**src/rtl/d_lock_ctrl.sv**
```systemverilog
// Digital-lock sequencing controller: keypad entry, code check, lockout.
// Optional LOCK_PERSIST_ERR_EN keeps the error count at MAX_ERR-1 after lockout.
module d_lock_ctrl #(
    parameter int CODE_LEN = 4,
    parameter int DIGIT_W  = 4,
    parameter int MAX_ERR  = 3,
    parameter logic [CODE_LEN*DIGIT_W-1:0] DEFAULT_CODE = 16'h1234
) (
    input  logic               clk_in,
    input  logic               reset_n,
    input  logic               key_valid,
    input  logic [DIGIT_W-1:0] key_digit,
    input  logic               key_enter,
    input  logic               key_clear,
    input  logic               set_req,
    input  logic               tmr_enb_set,
    input  logic               tmr_enb_inp,
    input  logic               tmr_reset,
    output logic               enb_lock,
    output logic               disable_cnt,
    output logic               enb_cnt,
    output logic               ignore,
    output logic               gen_stop,
    output logic [2:0]         error_counter,
    output logic               unlocked
);

    localparam int CODE_W = CODE_LEN * DIGIT_W;
    localparam int CNT_W  = $clog2(CODE_LEN + 1);

    typedef enum logic [2:0] {
        S_IDLE, S_ENTRY, S_CHECK, S_UNLOCKED, S_SET_CODE, S_LOCKOUT
    } state_t;

    state_t             state, state_n;
    logic [CODE_W-1:0]  code, code_n;
    logic [CODE_W-1:0]  buffer, buf_n;
    logic [CNT_W-1:0]   cnt, cnt_n;
    logic               forced, forced_n;
    logic [2:0]         err_n, err_inc;
    logic               full, push;
    logic               ign_n, lock_n, dis_n, run_n, stop_n, unl_n;

    assign full    = (cnt == CNT_W'(CODE_LEN));
    assign err_inc = (error_counter == 3'd7) ? 3'd7 : error_counter + 3'd1;

    always_comb begin
        state_n  = state;
        code_n   = code;
        buf_n    = buffer;
        cnt_n    = cnt;
        forced_n = forced;
        err_n    = error_counter;
        ign_n    = 1'b0;
        push     = 1'b0;
        unique case (state)
            S_IDLE: begin
                if (key_valid) begin
                    if (tmr_enb_inp) begin
                        buf_n   = CODE_W'(key_digit);
                        cnt_n   = CNT_W'(1);
                        state_n = S_ENTRY;
                    end else begin
                        ign_n = 1'b1;
                    end
                end
            end
            S_ENTRY: begin
                // An entry timeout counts as a failed attempt.
                if (tmr_reset) begin
                    forced_n = 1'b1;
                    state_n  = S_CHECK;
                end else if (key_clear) begin
                    buf_n   = '0;
                    cnt_n   = '0;
                    state_n = S_IDLE;
                end else if (key_enter) begin
                    forced_n = 1'b0;
                    state_n  = S_CHECK;
                end else if (key_valid) begin
                    push = 1'b1;
                end
            end
            S_CHECK: begin
                buf_n    = '0;
                cnt_n    = '0;
                forced_n = 1'b0;
                if (!forced && full && buffer == code) begin
                    err_n   = '0;
                    state_n = S_UNLOCKED;
                end else begin
                    err_n   = err_inc;
                    state_n = (int'(err_inc) >= MAX_ERR) ? S_LOCKOUT : S_IDLE;
                end
            end
            S_UNLOCKED: begin
                if (tmr_reset || key_enter) begin
                    state_n = S_IDLE;
                end else if (set_req && tmr_enb_set) begin
                    buf_n   = '0;
                    cnt_n   = '0;
                    state_n = S_SET_CODE;
                end else if (key_valid) begin
                    ign_n = 1'b1;
                end
            end
            S_SET_CODE: begin
                if (key_clear) begin
                    buf_n   = '0;
                    cnt_n   = '0;
                    state_n = S_UNLOCKED;
                end else if (key_enter) begin
                    if (full) begin
                        code_n  = buffer;
                        buf_n   = '0;
                        cnt_n   = '0;
                        state_n = S_UNLOCKED;
                    end else begin
                        ign_n = 1'b1;
                    end
                end else if (key_valid) begin
                    push = 1'b1;
                end
            end
            S_LOCKOUT: begin
                if (tmr_reset) begin
                    state_n = S_IDLE;
`ifdef LOCK_PERSIST_ERR_EN
                    err_n   = 3'(MAX_ERR - 1);
`else
                    err_n   = '0;
`endif
                end else if (key_valid || key_enter || key_clear) begin
                    ign_n = 1'b1;
                end
            end
            default: state_n = S_IDLE;
        endcase

        if (push) begin
            if (full) begin
                ign_n = 1'b1;
            end else begin
                buf_n = (buffer << DIGIT_W) | CODE_W'(key_digit);
                cnt_n = cnt + CNT_W'(1);
            end
        end

        // Outputs are decoded from the next state so they register with it.
        lock_n = 1'b1;
        dis_n  = 1'b0;
        run_n  = 1'b0;
        stop_n = 1'b0;
        unl_n  = 1'b0;
        unique case (state_n)
            S_ENTRY: run_n = 1'b1;
            S_UNLOCKED: begin
                lock_n = 1'b0;
                unl_n  = 1'b1;
                run_n  = 1'b1;
            end
            S_SET_CODE: begin
                lock_n = 1'b0;
                unl_n  = 1'b1;
                dis_n  = 1'b1;
            end
            S_LOCKOUT: begin
                stop_n = 1'b1;
                run_n  = 1'b1;
            end
            default: ;
        endcase
    end

    always_ff @(posedge clk_in) begin
        if (!reset_n) begin
            state         <= S_IDLE;
            code          <= DEFAULT_CODE;
            buffer        <= '0;
            cnt           <= '0;
            forced        <= 1'b0;
            error_counter <= '0;
            enb_lock      <= 1'b1;
            disable_cnt   <= 1'b0;
            enb_cnt       <= 1'b0;
            ignore        <= 1'b0;
            gen_stop      <= 1'b0;
            unlocked      <= 1'b0;
        end else begin
            state         <= state_n;
            code          <= code_n;
            buffer        <= buf_n;
            cnt           <= cnt_n;
            forced        <= forced_n;
            error_counter <= err_n;
            enb_lock      <= lock_n;
            disable_cnt   <= dis_n;
            enb_cnt       <= run_n;
            ignore        <= ign_n;
            gen_stop      <= stop_n;
            unlocked      <= unl_n;
        end
    end

endmodule

```
**config.mk**
```make
export PLATFORM = sky130hd
export DESIGN_NAME = d_lock_ctrl
export DESIGN_NICKNAME = d
export VERILOG_FILES = /design/src/rtl/d_lock_ctrl.sv
export SDC_FILE = /design/constraint.sdc
export NUM_CORES = 1
export LEC_CHECK = 0
export CAP_MARGIN = 20
export CORE_MARGIN = 2
export CORE_UTILIZATION = 30
export DETAILED_ROUTE_END_ITERATION = 10
export PLACE_DENSITY = 0.45
export SLEW_MARGIN = 20
export SYNTH_ARGS = -nofsm -noshare
export SYNTH_HDL_FRONTEND = slang
export SYNTH_SLANG_ARGS = --single-unit
export TNS_END_PERCENT = 10
```
**constraint.sdc**
```tcl
create_clock -name clk_in -period 2.3 [get_ports clk_in]
set_clock_uncertainty 0.2 [all_clocks]
set_input_delay 0.345 -clock clk_in [delete_from_list [all_inputs] [get_ports clk_in]]
set_output_delay 0.345 -clock clk_in [all_outputs]
set_load 0.02 [all_outputs]
```
# --- After elaboration in Yosys (flattened, before gate mapping) ---
# Index checks and enable logic that the tools add are counted.
totals:
  inputBits: 13
  mem_count: 0
  reg_bits: 48
  latch_bits: 0
  romBits: 0
  output_inout_bits: 9
  ram_bits: 0
  word_cells: 115
classes:
  n_mux: 68
  n_div: 0
  n_lt_le_gt_ge: 1
  n_mul: 0
  n_shift: 0
  eq_ne: 15
  bitwise: 2
  reduce_logical: 15
  addsub: 2
ops:
  columns: ["cell", "count"]
  rows:
  - ["16-bit two-way mux", 11]
  - ["3-bit two-way mux", 27]
  - ["16-bit case mux with 5 select lines", 1]
  - ["1-bit two-way mux", 23]
  - ["3-bit equality test (second input constant)", 6]
  - ["3-bit case mux with 6 select lines", 1]
  - ["16-bit equality test", 1]
  - ["16-bit by 4-bit bitwise OR with 16-bit output", 1]
  - ["3-bit case mux with 5 select lines", 1]
  - ["3-bit by 2-bit equality test with 1-bit output (second input constant)", 3]
  - ["3-bit by 1-bit adder with 3-bit output (second input constant)", 2]
  - ["3-bit by 1-bit equality test with 1-bit output (second input constant)", 2]
  - ["3-bit inequality test (second input constant)", 2]
  - ["3-bit case mux with 2 select lines", 1]
  - ["1-bit case mux with 2 select lines", 2]
  - ["1-bit case mux with 4 select lines", 1]
  - ["4-bit AND reduction", 1]
  - ["2-bit nonzero test", 2]
  - ["3-bit by 2-bit >= comparator with 1-bit output (second input constant)", 1]
  - ["1-bit logical AND", 3]
  - ["3-bit zero test", 1]
  - ["1-bit logical OR", 3]
  - ["3-bit AND reduction", 1]
  - ["3-bit OR reduction", 1]
  - ["other kinds (5)", 5]

# --- Logic depth before layout (Yosys ltp) ---
# Gate-level depths: netlist (run 1).
logic_depth:
  word_depth: 9
  mapped_depth: 9
  depth_no_buf: 8

# --- Worst setup path after synthesis (run 1) ---
# OpenSTA, ideal clock, no wires.
synth_timing:
  kind: "register -> register"
  start: "register cnt[0]"
  end: "register buffer[10]"
  setup_ps: 117
  path_buffers: 1
  required_ps: 1983
  path_stages_with_launch: 10
  arrival_ps: 1693
  period_less_slack_ps: 2009
  path_slack_ps: 291
  cell_sequence: "dfxtp_1 inv_1 ha_1 and2_1 a21oi_1 and2b_4 nor4bb_4 nor2_4 buf_6 a22o_1"
synth_via:
  elab_chain_cells: 7
synth_rtl:
  columns: ["item", "line", "source"]
  rows:
  - ["from (decl)", "38", "logic [CNT_W-1:0] cnt, cnt_n;"]
  - ["from (signal assigned)", "193", "cnt <= cnt_n;"]
  - ["3-bit equality test *", "44", "assign full = (cnt == CNT_W'(CODE_LEN));"]
  - ["16-bit two-way mux", "113", "if (full) begin"]
  - ["16-bit two-way mux", "112", "end else if (key_enter) begin"]
  - ["16-bit two-way mux", "108", "if (key_clear) begin"]
  - ["16-bit case mux with 5 select lines", "56", "unique case (state)"]
  - ["16-bit two-way mux", "141", "if (full) begin"]
  - ["16-bit two-way mux *", "140", "if (push) begin"]
  - ["to (signal assigned)", "192", "buffer <= buf_n;"]
  - ["to (decl)", "37", "logic [CODE_W-1:0] buffer, buf_n;"]
# Mark *: on every way between the ends. The rest lies on a longest branch, timed or not.
# A chain may end at the register's enable or synchronous reset.

# --- Worst setup path after layout (run 1) ---
layout_timing:
  start: "register cnt[0]"
  end: "register buffer[9]"
# The elaborated chain is that of the path after synthesis.

==> flow_summary_export.csv, run 1 <==
group,metric,value,unit
setup_path,critPathArrivalTime,2110,ps
placed_design,dpl_cell_area,0.00271,mm²
power,switching_share,22.7,%
placed_design,gp_congestion,0.774,
routing,wl_per_cell,13.4,µm
power,comb_power_share,8.0,%
cts,postCtsHoldBufs,0,
routing,dr.pass1.iters,4,
finish,fin_cells,384,
setup_path,required,2290,ps
power,seq_power_share,52.0,%
run,drv_cap,0,
setup_path,startpoint_type,"register",
finish,antennaDiodeCount,0,
timing,finalSetupViolations,0,
global_routing,grt_pass1_vias,1682,
hold_path,holdPathStages,2,
setup_path,cp.depth,8,
synth,avgSynthCellArea,9.16,µm²
routing,routed_wl,5160,µm
synth,yosysWarningCount,0,
cts,clk_latency,300,ps
routing,num_vias,1829,
global_routing,grt_pass1_wl,8570,µm
placed_design,portBuffers,21,
finish,finalInstanceArea,0.00283,mm²
setup_path,cp_slowest_stage_delay,330,ps
global_routing,grt_antenna_before_repair,0,
finish,final_core_utilization,39.1,%
die,initial_utilization,31.1,%
die,die_h,90.7,µm
finish,area_growth,25.7,%
placed_design,pre_cts_ws,-72.8,ps
timing,min_period,2120,ps
placed_design,numPlacedInstances,376,
finish,drive_gt1_share,15.8,%
power,power_frac_clock,40.0,%
cts,clk_pin_slew,90,ps
timing,max_slew_margin,72.9,%
setup_path,endpoint_kind,"register",
power,peakVddDrop,0.322,mV
outcome,status,"finished clean",
synth,yosysTopAreaCellShare,42.6,%
setup_path,crit_fanout,17,
timing,fin_ws,184,ps
routing,drcViolationCount,0,
timing,tns,0,ps
hold_path,min_path_type,"register to register",
cts,clockRootBuffer,"clkbuf_8",
synth,ys_top_cells_by_area,"dfxtp_1 43%, a22o_1 7.0%, nand2_1 6.8%",
setup_path,worstRegToRegCells,8,
timing,rsz0062_at_grt,"no",
global_routing,grt_overflow,0,
setup_path,critPathTopFamily,"simple AND/OR/NAND/NOR gates",
setup_path,cp_slowest_cell,"dfxtp_1",
placed_design,hpwlAfterDp,3760,µm
synth,ys_ff_latch,48,
synth,syn_nets,262,
cts,post-cts-setup-buffers,0,
synth,synth.top_cells.by_count,"48 x dfxtp_1, 41 x nand2_1, 18 x a22o_1, 16 x xor2_1, 10 x nand3_1",
routing,vias_per_cell,4.76,
timing,period_share,92.0,%
setup_path,crit_type,"register to register",
die,fp.coreArea,0.00725,mm²
cts,cts_sinks,48,
power,leakagePower,1.13,nW
synth,synth_ff_type,"dfxtp_1",
routing,ant_nets,0,
power,p_sw,0.000370,W
global_routing,grt_max_degree,33,
power,pwr_density_cell,576,mW/mm²
synth,yosysTopAreaCell,"dfxtp_1",
synth,syn_inst,246,
synth,async_flop_share,0,%
synth,synth_area,0.00225,mm²
cts,ctsLongestPathBuffers,2,
finish,nets,300,
synth,synth.distinct_cells,48,
die,rows,31,
cts,ctsHtreeMaxLevel,2,
cts,cts_buffers,5,
die,dieArea,0.00822,mm²
synth,ys_seq_area_share,42.6,%
timing,clock.fmax,473,MHz
global_routing,grt_util_all_layers,12.9,%
cts,cts_tree,"built",
power,p_int,0.00126,W
setup_path,path_buf_inv,1,
synth,synth_edf_count,0,
timing,worst_slew_pin_slew,405,ps
timing,drv_slew,0,
die,pin_count,22,
timing,hold_viol,0,
setup_path,path_cells,"inv_1 > ha_1 > and2_1 > a21oi_1 > and2b_4 > nor4bb_4 > nor2_4 > a22o_1",
cts,ctsResizeCount,0,
synth,yosysMostFrequentCell,"dfxtp_1",
die,die_w,90.7,µm
routing,drt_iter0_drc,57,
kinds of logic (layout without fill, tap and decap cells):
logic type	after synthesis	after routing	share of synthesized area [%]
compound gates	64	64	22.0
xor+xnor	16	16	6.22
simple gates	96	96	23.0
fa+ha+maj	3	3	1.67
flops	48	48	42.6
buf+inv	18	57	3.94
mux	1	1	0.444
per-stage QoR:
step           total power [W]  hold WS (ps)
2_1_floorplan         0.000941           247
3_5_place_dp           0.00100           257
5_1_grt                0.00169           299
4_1_cts                0.00166           271
3_3_place_gp           0.00100           254
6_report               0.00163           267
sequential cells by signal, summed over array words and instances (netlist names):
register,flops
code,16
enb_lock,1
ignore,1
unlocked,1
state,3
forced,1
gen_stop,1
buffer,16
cnt,3
enb_cnt,1
error_counter,3
disable_cnt,1
layout make-up:
cell class,count,area [µm²]
fill,771,4420
clock inverter,2,38.8
timing repair buffer,43,400
multi-input combinational,180,1200
tap,99,124
sequential,48,961
inverter,6,22.5
clock buffer,6,82.6
path summary, 6_finish.rpt:
path | from | end | slack (ps)
setup / recovery | cnt[0] | buffer[9] | 180
hold / removal | code[11] | code[11] | 270
setup reg to reg | cnt[0] | buffer[9] | 180
hold reg to reg | code[11] | code[11] | 270
cells in the final DEF (no fill, tap or decap), types with 2 or more instances in the layout:
cell type        synthesis  routed
nor3_1                   8       8
ha_1                     3       3
a22o_1                  18      18
o21a_1                   5       5
o211ai_1                 2       2
clkdlybuf4s50_1          0      21
nand2_1                 41      41
nor4_1                   4       4
a21boi_0                 7       7
xor2_1                  16      16
buf_4                    0      20
nor2_1                   7       7
a21oi_1                  7       7
clkbuf_8                 0       6
nand4b_1                 2       2
a211o_1                  2       2
nand3_1                 10      10
a31oi_1                  2       2
a21oi_2                  2       2
inv_1                    6       6
and2_1                   4       4
o21ai_0                  5       5
or2b_1                   2       2
and3_1                   3       3
nor3_2                   2       2
o31ai_1                  2       2
dfxtp_1                 48      48
a21boi_1                 5       5
nor2b_1                  2       2
buf_12                   0       2
power by group through the flow:
stage | registers (W) | clock network [W] | logic, W
4_1_cts | 0.000850 | 0.000675 | 0.000133
3_3_place_gp | 0.000869 | 0 | 0.000133
3_5_place_dp | 0.000869 | 0 | 0.000132
2_1_floorplan | 0.000868 | 0 | 0.0000735
6_report | 0.000849 | 0.000652 | 0.000131
5_1_grt | 0.000852 | 0.000696 | 0.000143
routing by layer:
layer	up-vias	share of wire [%]	track usage, %
li1	949	-	-
met4	0	1.3	4.23
met3	6	3.0	2.59
met2	27	43	18.3
met5	-	0	0
met1	847	53	19.4
worst register-to-register path: stages (launching register included):
cell	delay, ps
dfxtp_1	330
inv_1	70
ha_1	190
and2_1	190
a21oi_1	90
and2b_4	190
nor4bb_4	330
nor2_4	140
a22o_1	270
No activity file was read; power rests on OpenSTA's default activity.
==> inputs of run 2 (changes only) <==
--- a/config.mk
+++ b/config.mk
@@ -5,9 +5,11 @@
 export SDC_FILE = /design/constraint.sdc
 export NUM_CORES = 1
 export LEC_CHECK = 0
+export ABC_AREA = 1
 export CAP_MARGIN = 20
 export CORE_MARGIN = 2
 export CORE_UTILIZATION = 30
+export CTS_CLUSTER_DIAMETER = 200
 export DETAILED_ROUTE_END_ITERATION = 10
 export PLACE_DENSITY = 0.45
 export SLEW_MARGIN = 20
==> run 2 against run 1 <==
  * Register-to-register slack better by 80 ps
  * First-iteration DRC count up 88%
  * Setup slack better by 79 ps
  * Highest routed layer unchanged
  * Die area rose by 4.3%
  * Maximum frequency is 3.9% higher
  * Cell count is 23% higher
==> flow_summary_export.csv, run 2 <==
group,metric,value,unit
hold_path,hold_start,"code[10]",
global_routing,grt_pass1_wl,9160,µm
cts,postCtsHoldBufs,0,
routing,ant_nets,0,
timing,worst_slew_pin_slew,340,ps
timing,finalSetupViolations,0,
die,initial_utilization,30.6,%
cts,ctsResizeCount,0,
die,dieArea,0.00858,mm²
synth,async_flop_share,0,%
outcome,status,"finished clean",
finish,largestRegisters,"buffer x16, code x16",
placed_design,gp_congestion,0.854,
timing,period_share,88.6,%
timing,hold_viol,0,
die,die_w,92.6,µm
finish,ff_latch_area,961,µm²
timing,drv_slew,0,
synth,synth_ff_type,"dfxtp_1",
finish,nets,384,
timing,clock.fmax,491,MHz
synth,syn_inst,342,
finish,multiInputGateArea,0.00118,mm²
placed_design,hpwlAfterDp,4020,µm
run,drv_cap,0,
die,fp.coreArea,0.00769,mm²
synth,avgSynthCellArea,6.89,µm²
die,pin_count,22,
cts,cts_tree,"built",
synth,yosysTopAreaCell,"dfxtp_1",
synth,ys_top_cells_by_area,"dfxtp_1 41%, nand2_1 11%, nor2_1 8.8%",
setup_path,rr_endpoint,"code[3]",
routing,vias_per_cell,4.52,
setup_path,worstRegToRegCells,8,
cts,post-cts-setup-buffers,0,
cts,ctsLongestPathBuffers,2,
global_routing,grt_overflow,0,
die,rows,32,
routing,routed_wl,5460,µm
global_routing,grt_pass1_vias,1975,
synth,ys_seq_area_share,40.8,%
routing,wl_per_cell,11.6,µm
finish,final_cell_mix,"71 x nand2_1, 54 x nor2_1, 48 x dfxtp_1, 38 x inv_1, 32 x a21oi_1",
setup_path,crit_type,"register to register",
hold_path,whs_endpoint,"code[10]",
cts,cts_buffers,5,
power,pwr_density_cell,537,mW/mm²
setup_path,crit_fanout,10,
routing,drcViolationCount,0,
timing,min_period,2040,ps
setup_path,endpoint_kind,"register",
finish,area_growth,18.2,%
placed_design,portBuffers,21,
synth,synth_area,0.00236,mm²
setup_path,critPathArrivalTime,2030,ps
global_routing,grt_antenna_before_repair,0,
power,peakVddDrop,0.215,mV
synth,yosysMostFrequentCell,"nand2_1",
finish,n_fill_cell,865,
global_routing,grt_util_all_layers,13.5,%
routing,num_vias,2131,
finish,drive_gt1_share,8.40,%
setup_path,startpoint_type,"register",
timing,max_slew_margin,77.2,%
timing,rsz0062_at_grt,"no",
synth,synth.distinct_cells,34,
setup_path,ff2ff_setup_slack,260,ps
cts,clockRootBuffer,"clkbuf_8",
finish,final_common_cell,"nand2_1",
die,die_h,92.6,µm
finish,antennaDiodeCount,0,
routing,drt_iter0_drc,107,
cts,cts_sinks,48,
routing,dr.pass1.iters,5,
synth,synth.top_cells.by_count,"71 x nand2_1, 55 x nor2_1, 48 x dfxtp_1, 38 x inv_1, 32 x a21oi_1",
synth,ys_ff_latch,48,
global_routing,grt_max_degree,20,
synth,yosysTopAreaCellShare,40.8,%
synth,syn_nets,358,
setup_path,required,2300,ps
synth,yosysWarningCount,0,
cts,clk_pin_slew,90,ps
cts,clk_latency,300,ps
hold_path,holdPathStages,2,
cts,ctsHtreeMaxLevel,2,
power,total_power,0.00150,W
setup_path,r2r-start,"cnt[0]",
hold_path,min_path_type,"register to register",
timing,tns,0,ps
power,leakagePower,1.18,nW
synth,synth_edf_count,0,
==> run 2: cell types whose count changed after synthesis, sizes merged, moves of 5 or more <==
cell,previous run,this run
nor2,8,61
inv,6,41
nand2,42,74
o21ai,6,35
a21oi,9,33
a22o,18,0
xor2,16,1
a21boi,12,0
nand3,10,19
nor3,10,1
xnor2,0,7
o21a,5,0
==> run 2: cell families (layout without fill, tap and decap cells) <==
logic type | count (synthesis) | count (layout) | synth area share (%)
AO/OA/AOI/OAI | 72 | 72 | 16.0
AND/OR/NAND/NOR | 159 | 159 | 29.5
XOR/XNOR | 8 | 8 | 2.97
adder cells (fa/ha/maj) | 3 | 3 | 1.59
buffers and inverters | 52 | 79 | 9.08
flip-flops | 48 | 48 | 40.8
==> run 2: power by group <==
group	switching [W]	internal, W	leakage [nW]
Clock	0.000290	0.000218	0.0424
Combinational	0.0000795	0.0000566	0.745
Sequential	0.00000957	0.000841	0.388
Total	0.000379	0.00112	1.18
==> run 2: layout make-up <==
cell class / instances / share of cell area [%]
sequential: 48 / 34.5
multi-input combinational: 242 / 42.5
inverter: 43 / 5.89
clock buffer: 7 / 2.74
tap: 102 / 4.58
timing repair buffer: 28 / 9.44
clock inverter: 1 / 0.315
==> run 2: per-stage QoR <==
step / setup WS, ps / utilization [%] / area [µm²] / hold slack (ps) / instances
finish: 263 / 36.2 / 2780 / 273 / 471
floorplan: 524 / - / 2360 / 244 / 342
detailed placement: 42.4 / 35.1 / 2700 / 264 / 463
global placement: 40.3 / 35.1 / 2700 / 256 / 463
CTS: 156 / 36.2 / 2780 / 279 / 471
global route: 49.8 / 36.2 / 2780 / 298 / 471
==> run 2: routing by layer <==
metal	up-vias	GRT usage (%)	part of all wire, %
met5	-	0	0
met4	0	4.17	0.68
met3	2	2.85	3.2
met2	34	20.5	43
met1	953	19.1	53
li1	1142	-	-
==> run 2: worst max-delay path by stage <==
stage / start / end / slack [ps] / depth (start not counted)
2_1_floorplan: cnt[0] / buffer[10] / 520 / 10
3_3_place_gp: key_enter / enb_lock / 40 / 10
3_5_place_dp: key_enter / enb_lock / 40 / 10
4_1_cts: cnt[0] / enb_lock / 160 / 11
5_1_grt: cnt[0] / code[13] / 50 / 8
6_report: cnt[0] / code[3] / 260 / 8
==> run 2: worst max-delay path: stages, from the launching register on <==
cell      delay, ps
dfxtp_1         340
inv_1            70
ha_1            220
nand2_1         140
inv_1           130
nand2_1         240
clkinv_1        350
nor2_1          180
nor2_1           60
==> inputs of run 3 (changes only) <==
==> constraint.sdc (replaced) <==
create_clock -name clk_in -period 2.05 [get_ports clk_in]
set_clock_uncertainty 0.2 [all_clocks]
set_input_delay 0.3075 -clock clk_in [delete_from_list [all_inputs] [get_ports clk_in]]
set_output_delay 0.3075 -clock clk_in [all_outputs]
set_load 0.02 [all_outputs]
==> run 3 against run 2 <==
  * Clock power grew 15%
  * Cell count grew 3.6%
  * Largest cell class unchanged
  * Wire length is 7.0% higher
  * Total power up 15%
  * Flip-flop and latch count unchanged
  * Core utilization rose by 2.1 points
  * Register-to-register slack got worse by 90 ps
==> flow_summary_export.csv, run 3 (synthesized netlist as in run 2, its figures left out) <==
group,metric,value,unit
timing,finalSetupViolations,0,
routing,num_vias,2178,
timing,holdWs,271,ps
global_routing,grt_antenna_before_repair,0,
finish,antennaDiodeCount,0,
cts,clk_pin_slew,90,ps
routing,wl_per_cell,12.0,µm
timing,period_share,92.5,%
outcome,status,"finished clean",
routing,routed_wl,5840,µm
setup_path,cp_slowest_cell,"clkdlybuf4s50_1",
power,p_sw,0.000453,W
placed_design,gp_congestion,0.849,
finish,area_growth,25.2,%
die,die_w,92.6,µm
finish,drive_gt1_share,13.7,%
cts,cts_sinks,48,
cts,postCtsHoldBufs,0,
cts,post-cts-setup-buffers,0,
die,pin_count,22,
placed_design,hpwlAfterDp,4190,µm
die,die_h,92.6,µm
timing,clock.fmax,527,MHz
global_routing,grt_util_all_layers,14.2,%
timing,tns,0,ps
die,fp.coreArea,0.00769,mm²
power,switching_share,26.4,%
cts,cts_buffers,5,
placed_design,dpl_cell_area,0.00282,mm²
finish,largestRegisters,"buffer x16, code x16",
power,leakagePower,1.26,nW
power,seq_power_share,55.6,%
cts,clk_latency,310,ps
finish,final_cell_mix,"70 x nand2_1, 53 x nor2_1, 48 x dfxtp_1, 38 x inv_1, 31 x a21oi_1",
setup_path,crit_type,"input port to register",
routing,drt_iter0_drc,143,
global_routing,grt_overflow,0,
cts,clockRootBuffer,"clkbuf_8",
setup_path,crit_fanout,9,
setup_path,critPathArrivalTime,1900,ps
setup_path,startpoint_type,"input port",
timing,rsz0062_at_grt,"yes",
setup_path,cp_slowest_stage_delay,450,ps
hold_path,min_path_type,"register to register",
placed_design,portBuffers,21,
finish,nets,401,
routing,dr.pass1.iters,4,
setup_path,path_cells,"clkdlybuf4s50_1 > buf_4 > o21ai_2 > o21ai_1 > nor2_4 > nand2_4 > a21oi_1 > nor2_1",
die,rows,32,
finish,final_common_cell,"nand2_1",
routing,vias_per_cell,4.46,
power,total_power,0.00172,W
die,dieArea,0.00858,mm²
routing,drcViolationCount,0,
power,comb_power_share,10.3,%
finish,finalInstanceArea,0.00295,mm²
cts,ctsLongestPathBuffers,2,
power,pwr_density_cell,583,mW/mm²
cts,ctsHtreeMaxLevel,2,
global_routing,grt_pass1_wl,9720,µm
run,drv_cap,0,
timing,drv_slew,0,
power,p_int,0.00127,W
setup_path,endpoint_kind,"register",
timing,hold_viol,0,
power,power_frac_clock,34.2,%
global_routing,grt_max_degree,20,
timing,min_period,1900,ps
global_routing,grt_pass1_vias,2028,
die,initial_utilization,30.6,%
setup_path,path_buf_inv,2,
setup_path,critPathTopFamily,"buffers and inverters",
cts,ctsResizeCount,0,
cts,cts_tree,"built",
setup_path,required,2060,ps
power,peakVddDrop,0.249,mV
routing,ant_nets,0,
timing,max_slew_margin,71.5,%
timing,worst_slew_pin_slew,426,ps
finish,final_core_utilization,38.4,%
==> run 3: changes by cell type in the layout (fill, tap and decap cells not counted), sizes merged <==
| cell | previous run | this run |
|---|---|---|
| clkinv | 3 | 2 |
| clkinvlp | 0 | 1 |
| nand2 | 74 | 75 |
| buf | 7 | 23 |
==> run 3: final cells by class <==
class	instances	area [µm²]
clock inverters	1	8.76
fillers	876	4740
repair buffers	44	383
flip-flops and latches	48	961
inverters	43	168
clock buffers	7	76.3
well taps	102	128
multi-input cells	243	1220
==> run 3: final timing paths <==
kind                   from         end  slack [ps]  cells after the start
hold reg to reg    code[10]    code[10]         270                      2
hold / removal     code[10]    code[10]         270                      2
setup / recovery  tmr_reset  buffer[11]         150                      8
setup reg to reg     cnt[0]    enb_lock         170                     11
==> run 3: through the flow <==
stage | instances | setup WS, ps
after floorplan | 342 | 274
after global placement | 479 | -104
after CTS | 487 | 53.8
after global routing | 488 | -4.67
final | 488 | 154
after detailed placement | 479 | -123
==> run 3: routing by layer <==
layer | part of all wire [%] | routed length [µm] | track usage, %
met5 | 0 | 0 | 0
met4 | 1.1 | 62 | 4.04
met3 | 1.9 | 111 | 2.77
met2 | 43 | 2520 | 21.5
met1 | 54 | 3150 | 20.7
==> run 3: power groups by stage <==
| stage | logic [W] | clock network (W) | registers (W) |
|---|---|---|---|
| 2_1_floorplan | 0.0000920 | 0 | 0.000976 |
| 3_3_place_gp | 0.000170 | 0 | 0.000977 |
| 3_5_place_dp | 0.000168 | 0 | 0.000977 |
| 4_1_cts | 0.000169 | 0.000607 | 0.000955 |
| 5_1_grt | 0.000196 | 0.000655 | 0.000957 |
| 6_report | 0.000177 | 0.000587 | 0.000955 |
==> run 3: worst reg2reg max path: cells and delay by family (launching register included) <==
kind	cells	cell delay (ps)
and+or+nand+nor	6	680
DFF	1	350
adders and majority gates	1	210
buffers and inverters	2	180
AOI/OAI and AO/OA	2	150
